## config.mk

```make
export PLATFORM = sky130hd
export DESIGN_NAME = demux_dispatch
export DESIGN_NICKNAME = d
export VERILOG_FILES = /design/src/rtl/demux_dispatch_pkg.sv /design/src/rtl/demux_dispatch_rr_pick.sv /design/src/rtl/demux_dispatch.sv
export SDC_FILE = /design/constraint.sdc
export NUM_CORES = 1
export LEC_CHECK = 0
export ABC_AREA = 1
export CORE_AREA = 4 4 53 55
export DETAILED_ROUTE_END_ITERATION = 10
export DIE_AREA = 0 0 57 59
export PLACE_DENSITY = 0.79
export SETUP_SLACK_MARGIN = 0.05
export SKIP_CTS_REPAIR_TIMING = 1
export SLEW_MARGIN = 25
export SYNTH_ARGS = -nofsm -noshare
export SYNTH_HDL_FRONTEND = slang
export SYNTH_SLANG_ARGS = --single-unit
```

## constraint.sdc

```tcl
create_clock -name clk -period 3.99 [get_ports clk]
set_input_delay 0.798 -clock clk [delete_from_list [all_inputs] [get_ports clk]]
set_output_delay 0.798 -clock clk [all_outputs]
set_load 0.02 [all_outputs]
```

## src/rtl/demux_dispatch_pkg.sv

```systemverilog
// Shared types and constants for the demux_dispatch block.
package demux_dispatch_pkg;
  localparam int NUM_DEST = 4;
  localparam int SEL_W    = 2;

  typedef enum logic {
    IDLE = 1'b0,
    HOLD = 1'b1
  } state_t;
endpackage

```

## src/rtl/demux_dispatch_rr_pick.sv

```systemverilog
// Combinational round-robin picker: first set mask bit at start, start+1, ... mod NUM_DEST.
module rr_pick
  import demux_dispatch_pkg::*;
(
  input  logic [NUM_DEST-1:0] mask,
  input  logic [SEL_W-1:0]    start,
  output logic [SEL_W-1:0]    idx,
  output logic                found
);

  logic [SEL_W-1:0] cand;

  // Scan from the farthest offset down so the nearest eligible index wins.
  always_comb begin
    idx   = '0;
    found = 1'b0;
    cand  = '0;
    for (int k = NUM_DEST - 1; k >= 0; k--) begin
      cand = start + SEL_W'(k);
      if (mask[cand]) begin
        idx   = cand;
        found = 1'b1;
      end
    end
  end

endmodule

```

## src/rtl/demux_dispatch.sv

```systemverilog
// One-word demux dispatcher with round-robin destination choice.
// Optional per-destination delivery counters under `DEMUX_DISPATCH_STATS_EN.
module demux_dispatch
  import demux_dispatch_pkg::*;
#(
  parameter int DATA_W = 1,
  parameter int CNT_W  = 8
) (
  input  logic                       clk,
  input  logic                       rst,
  input  logic [NUM_DEST-1:0]        en_mask,
  input  logic                       in_valid,
  output logic                       in_ready,
  input  logic [DATA_W-1:0]          in_data,
  output logic [NUM_DEST-1:0]        out_valid,
  input  logic [NUM_DEST-1:0]        out_ready,
  output logic [NUM_DEST*DATA_W-1:0] out_data,
  output logic [SEL_W-1:0]           sel,
  output logic                       busy,
  output logic [NUM_DEST*CNT_W-1:0]  cnt
);

  // Handshake: a word moves on in_valid && in_ready (input side) and on
  // out_valid[sel] && out_ready[sel] (output side); the held word stays put otherwise.

  state_t             state_q, state_d;
  logic [SEL_W-1:0]   ptr_q, ptr_d;
  logic [SEL_W-1:0]   sel_q, sel_d;
  logic [DATA_W-1:0]  data_q, data_d;

  logic               mask_any;
  logic               complete;
  logic               in_ready_c;
  logic               accept;
  logic [SEL_W-1:0]   start;
  logic [SEL_W-1:0]   pick_idx;
  logic               pick_found;

  rr_pick u_rr_pick (
    .mask  (en_mask),
    .start (start),
    .idx   (pick_idx),
    .found (pick_found)
  );

  always_comb begin
    mask_any   = |en_mask;
    complete   = (state_q == HOLD) && out_ready[sel_q];
    // Back-to-back selection continues from the lane just completed.
    start      = (state_q == HOLD) ? (sel_q + SEL_W'(1)) : ptr_q;
    in_ready_c = (state_q == IDLE) ? mask_any : (complete && mask_any);
    accept     = in_valid && in_ready_c && pick_found;

    state_d = state_q;
    ptr_d   = ptr_q;
    sel_d   = sel_q;
    data_d  = data_q;
    if (complete) begin
      ptr_d   = sel_q + SEL_W'(1);
      state_d = IDLE;
    end
    if (accept) begin
      state_d = HOLD;
      sel_d   = pick_idx;
      data_d  = in_data;
    end
  end

  always_ff @(posedge clk) begin
    if (rst) begin
      state_q <= IDLE;
      ptr_q   <= '0;
      sel_q   <= '0;
      data_q  <= '0;
    end else begin
      state_q <= state_d;
      ptr_q   <= ptr_d;
      sel_q   <= sel_d;
      data_q  <= data_d;
    end
  end

  always_comb begin
    in_ready  = in_ready_c && !rst;
    busy      = (state_q == HOLD) && !rst;
    sel       = sel_q;
    out_valid = busy ? (NUM_DEST'(1) << sel_q) : '0;
    out_data  = '0;
    for (int i = 0; i < NUM_DEST; i++) begin
      if (out_valid[i]) out_data[i*DATA_W +: DATA_W] = data_q;
    end
  end

`ifdef DEMUX_DISPATCH_STATS_EN
  logic [CNT_W-1:0] cnt_q [NUM_DEST];
  logic [CNT_W-1:0] cnt_d [NUM_DEST];

  always_comb begin
    for (int i = 0; i < NUM_DEST; i++) cnt_d[i] = cnt_q[i];
    if (complete) cnt_d[sel_q] = cnt_q[sel_q] + CNT_W'(1);
  end

  always_ff @(posedge clk) begin
    for (int i = 0; i < NUM_DEST; i++) begin
      if (rst) cnt_q[i] <= '0;
      else     cnt_q[i] <= cnt_d[i];
    end
  end

  always_comb begin
    for (int i = 0; i < NUM_DEST; i++) cnt[i*CNT_W +: CNT_W] = cnt_q[i];
  end
`else
  assign cnt = '0;
`endif

endmodule

```

==> results_dict.tcl, run 1 <==
set metrics [dict create \
    number_of_placement_rows 18 \
    io-pin-count 56 \
    drt-vias-per-instance 4.20 \
    postRouteAntennaNets 0 \
    post_synth_main_area_contributors "buf_4 27%, nand2_1 16%, dfxtp_1 13%" \
    syn2layout_area_growth_pct 18.4 \
    numClockSinks 6 \
    share_of_the_synthesized_area_in_the_top_cell_type_pct 26.6 \
    synth_top_area_cell "buf_4" \
    dominant_combinational_cell_family_by_area_after_synthesis "simple AND/OR/NAND/NOR gates" \
    place.detailed.hpwl_um 1540 \
    wirelength_um 1780 \
    kind_of_path_behind_the_tightest_hold_check "flop to flop" \
    max_cap_violations 0 \
    post-route-drc-count 0 \
    die_height_um 59 \
    route.vias.total 866 \
    synth-warning-count 0 \
    buffer_ports.inserted 23 \
    grt_usage_pct 11.0 \
    synth_seq_area_share_pct 13.3 \
    die_area_um2 3360 \
    setup_viol 0 \
    totalPowerFinal_mw 0.323 \
    maxSlewViolCount 0 \
    total_grt_overflow 0 \
    final.period_utilization_pct 81.0 \
    total_leakage_power_nw 0.564 \
    final_hold_viol_count 0 \
    detailedRoute.firstIterationViolations 31 \
    wl_per_cell_um 8.65 \
    layout-drive-gt1-share_pct 8.52 \
    synth_simple_gate_area_share_pct 38.0 \
    mappedNetlistArea_um2 902 \
    clock_insertion_delay_worst_skew_ns 0.25 \
    clock_tree.buffer_depth 2 \
    fp.coreArea_um2 2390 \
    r2r_setup_slk_ns 2.02 \
    die_x_um 57 \
    setup_tns_ns 0 \
    crit_path_category "input port to output port" \
    max-vdd-ir-drop_mv 0.163 \
    worstSetupEndpointType "output port" \
    post_synth_fa_ha_maj_area_fraction_pct 5.55 \
    clock_tree.htree_level_count 1 \
    clkSlewWorstSetupHoldPaths_ns 0.05 \
    cts_tree "yes" \
    cts_bufs_inserted 3 \
    initial_core_util_pct 37.8 \
    worst_ep_arrival_time_ns 2.44 \
    synth_compound_gate_area_share_pct 6.93 \
    nNetsFinal 194 \
    rsz0062_at_grt "false" \
    ys_ff_latch 6 \
    post_synth_num_cell_types 18 \
    synth.area.mux_share_pct 0 \
    clk_root_buffer_cell "clkbuf_4" \
    n_antenna_cell 0 \
    antenna_found_initial 0 \
    fill_cells 257 \
    place_congestion 0.852 \
    pwr_density_cell_nw_per_um2 302 \
    grt_max_degree 9 \
    timing.critical_path.fanout_max 8 \
    grt_pass1_wl_um 2910 \
    critPathLaunchType "input port" \
    drtPass1Iterations 4 \
    netlist_instances 151 \
    crit_required_ns 3.19 \
    post_synth.cell_area_avg_um2 5.97 \
    synthXorXnorAreaFrac_pct 0 \
    outcome "complete, no violations" \
    max_freq_ghz 0.309 \
    grt_pass1_vias 732 \
    final.setup_skew_ns 0.00209 \
    post-route-min-period_ns 3.23 \
]
## synthesized netlist by cell type (all sizes together)
library cell / count
a21oi: 6
a31oi: 1
buf: 32
conb: 1
dfxtp: 6
ha: 4
inv: 22
nand2: 48
nand3: 13
nand4: 2
nor2: 8
nor3: 4
o21a: 1
o21ai: 3
## flip-flops by register name, summed over array words and instances, names as in the netlist
signal / flops
state_q: 1
ptr_q: 2
data_q: 1
sel: 2
## routing by layer
| layer | track usage [%] | up-vias | share of wire (%) | routed length [µm] |
|---|---|---|---|---|
| li1 | - | 453 | - | - |
| met1 | 11.8 | 368 | 40 | 708 |
| met3 | 5.01 | 0 | 12 | 217 |
| met5 | 0 | - | 0 | 0 |
| met4 | 1.99 | 0 | 0 | 0 |
| met2 | 20.1 | 45 | 48 | 855 |
## final timing paths
path                       startpoint                  end  depth (start not counted)
hold / removal    data_q$_SDFFE_PP0P_  data_q$_SDFFE_PP0P_                          2
setup reg to reg  sel[0]$_SDFFE_PP0P_  sel[0]$_SDFFE_PP0P_                         15
setup / recovery                  rst          out_data[3]                          5
hold reg to reg   data_q$_SDFFE_PP0P_  data_q$_SDFFE_PP0P_                          2
## placed cells by master (no fill, tap or decap), drive strengths merged, types with 4 or more instances in the layout
| cell | n |
|---|---|
| nand2 | 48 |
| conb | 32 |
| clkdlybuf4s50 | 23 |
| inv | 22 |
| nand3 | 13 |
| nor2 | 8 |
| dfxtp | 6 |
| a21oi | 6 |
| nor3 | 4 |
| ha | 4 |
## report_power, final
part	internal [mW]	switching, mW	leakage, nW
clock	0.0341	0.0226	0.0138
combinational	0.0642	0.125	0.501
sequential	0.0679	0.00941	0.0495
## critical path, cell delays in order
cell	delay, ns
clkdlybuf4s50_1	0.52
nor2_1	0.20
inv_1	0.14
nor3_1	0.15
clkdlybuf4s50_1	0.63
## logic make-up after synthesis
group / count (synthesis)
AO/OA/AOI/OAI: 11
adder cells (fa/ha/maj): 4
buffers and inverters: 54
flip-flops: 6
other: 1
AND/OR/NAND/NOR: 75
## layout make-up
class                           instances  area (µm²)  share of cell area, %
Multi-Input combinational cell        122         576                   53.9
Timing Repair Buffer                   23         230                   21.5
Sequential cell                         6         120                   11.2
Inverter                               22        82.6                   7.73
Tap cell                               30        37.5                   3.51
Clock buffer                            3        22.5                   2.11
## stage by stage
step | util (%) | cell area (µm²) | worst slack [ns] | hold WS [ns] | instances
2_1_floorplan | - | 1020 | 1.38 | 0.491 | 182
3_3_place_gp | 43.8 | 1050 | 0.754 | 0.518 | 203
3_5_place_dp | 43.8 | 1050 | 0.740 | 0.520 | 203
4_1_cts | 44.8 | 1070 | 0.742 | 0.530 | 206
5_1_grt | 44.8 | 1070 | 0.579 | 0.554 | 206
6_report | 44.8 | 1070 | 0.757 | 0.522 | 206
Power figures use the tool's default switching activity.
==> run 2, diff against run 1 <==
- CORE_AREA: 4 4 53 55 -> 4 4 58 60
- DIE_AREA: 0 0 57 59 -> 0 0 62 64
- PLACE_DENSITY: 0.79 -> 0.69
- clock period: 3.99 -> 2.95 ns (I/O delays scaled with it)
==> run 2 against run 1 <==
- first-iteration DRC count is 9.7% lower
- highest routed layer is now met4
- largest cell class unchanged
- worst setup slack worse by 0.59 ns
- global-route usage is 1.6 points lower
- sequential share of layout area is 0.12 points lower
- clock skew is 0.0011 ns lower
- register-to-register slack worse by 1.1 ns
- routed wire length is 5.7% higher
- die area is 18% higher
- cell area is 1.1% higher
==> results_dict.tcl, run 2 (synthesis results as in run 1) <==
set metrics [dict create \
    pwr_density_cell_nw_per_um2 407 \
    total_grt_overflow 0 \
    mostFrequentLayoutCells "38 x nand2_1, 32 x conb_1, 23 x clkdlybuf4s50_1" \
    wl_per_cell_um 8.96 \
    die_height_um 64 \
    rsz0062_at_grt "false" \
    path_common_cell "nand2_1" \
    critical_path.startpoint "out_ready[3]" \
    worst_ep_arrival_time_ns 2.20 \
    cts_bufs_inserted 3 \
    clock_insertion_delay_worst_skew_ns 0.24 \
    number_of_placement_rows 20 \
    clock_tree.buffer_depth 2 \
    grtUsageMet2_pct 14.1 \
    max_cap_violations 0 \
    dp_worst_setup_slack_ns 0.170 \
    grt_pass1_wl_um 2870 \
    final.setup_skew_ns 0.00100 \
    timing.critical_path.slowest_cell_delay_ns 0.62 \
    max_freq_ghz 0.359 \
    crit_path_category "input port to output port" \
    grt_max_degree 9 \
    fp.coreArea_um2 2930 \
    post-route-min-period_ns 2.79 \
    max-vdd-ir-drop_mv 0.190 \
    final_hold_viol_count 0 \
    die_area_um2 3970 \
    crit_required_ns 2.36 \
    worst_path_max_delay_cell "clkdlybuf4s50_1" \
    cts_tree "yes" \
    outcome "complete, no violations" \
    clock_tree.htree_level_count 1 \
    numClockSinks 6 \
    initial_core_util_pct 30.8 \
    die_x_um 62 \
    grt_util_met1_pct 12.0 \
    route.vias.total 863 \
    fill_cells 327 \
    grt_usage_pct 9.44 \
    place_congestion 0.881 \
    worstSetupEndpointType "output port" \
    critical_path_cell_sequence "clkdlybuf4s50_1 > nand2_1 > nand3_1 > nand2_1 > nand2_1 > nand2_1 > nor2_1 > clkdlybuf4s50_1" \
    setup_viol 0 \
    layout-drive-gt1-share_pct 9.04 \
    clkSlewWorstSetupHoldPaths_ns 0.05 \
    timing.hold.worst.start "ptr_q[0]$_SDFFE_PP0P_" \
    critPathBufInv 2 \
    drtPass1Iterations 4 \
    antenna_found_initial 0 \
    busiest_layer "met2" \
    wirelength_um 1880 \
    critPathLaunchType "input port" \
    nNetsFinal 195 \
    clk_root_buffer_cell "clkbuf_4" \
    grt_pass1_vias 695 \
    total_leakage_power_nw 0.569 \
    maxSlewViolCount 0 \
    n_antenna_cell 0 \
    post-route-drc-count 0 \
    layout_commonest_cell "nand2_1" \
    groute.layer.met3.usage_pct 5.05 \
    postRouteAntennaNets 0 \
    kind_of_path_behind_the_tightest_hold_check "flop to flop" \
    drt-vias-per-instance 4.11 \
    detailedRoute.firstIterationViolations 28 \
    r2r_start "sel[0]$_SDFFE_PP0P_" \
    syn2layout_area_growth_pct 19.7 \
    timing.critical_path.fanout_max 4 \
    io-pin-count 56 \
    setup_tns_ns 0 \
    buffer_ports.inserted 23 \
    place.detailed.hpwl_um 1650 \
    worst_slack_ns 0.162 \
    final.period_utilization_pct 94.5 \
    path_delay_family "buffers and inverters" \
]
[run 2: cell types whose count changed in the layout (fill, tap and decap cells not counted), sizes merged]
cell,change
buf,+1
[run 2: area by class of cell]
type,count,area (µm²),area share [%]
multi-input combinational,122,576,53.3
inverter,22,82.6,7.65
sequential,6,120,11.1
timing repair buffer,24,238,22.0
clock buffer,3,22.5,2.09
tap,33,41.3,3.82
[run 2: path summary, 6_finish.rpt]
check                                to  slack, ns  cells past startpoint
hold / removal    ptr_q[0]$_SDFFE_PP0P_       0.53                      2
setup / recovery               in_ready       0.16                      8
setup reg to reg    sel[0]$_SDFFE_PP0P_       0.97                     15
hold reg to reg   ptr_q[0]$_SDFFE_PP0P_       0.53                      2
[run 2: routing by layer]
layer	share of wire [%]	vias up
met1	41	368
met2	47	38
li1	-	455
met4	0.85	0
met5	0	-
met3	11	2
[run 2: metrics by stage]
stage	total power, mW	util [%]	hold WS [ns]	instances	area, µm²
after floorplan	0.332	-	0.491	182	1020
after global placement	0.363	36.1	0.515	207	1060
after detailed placement	0.366	36.1	0.524	207	1060
after CTS	0.445	36.9	0.531	210	1080
after global routing	0.491	36.9	0.554	210	1080
final	0.440	36.9	0.527	210	1080
[run 2: power by group]
part / internal, mW / switching, mW / leakage, nW
Clock: 0.0460 / 0.0299 / 0.0138
Sequential: 0.0919 / 0.0126 / 0.0495
Combinational: 0.0877 / 0.171 / 0.505
Total: 0.226 / 0.214 / 0.569
[run 2: tightest hold or removal path: cells and delay by family, from the launching register on]
| family | cells | cell delay (ns) |
|---|---|---|
| flip-flops | 1 | 0.30 |
| buffers and inverters | 1 | 0.10 |
| AO/OA/AOI/OAI | 1 | 0.08 |
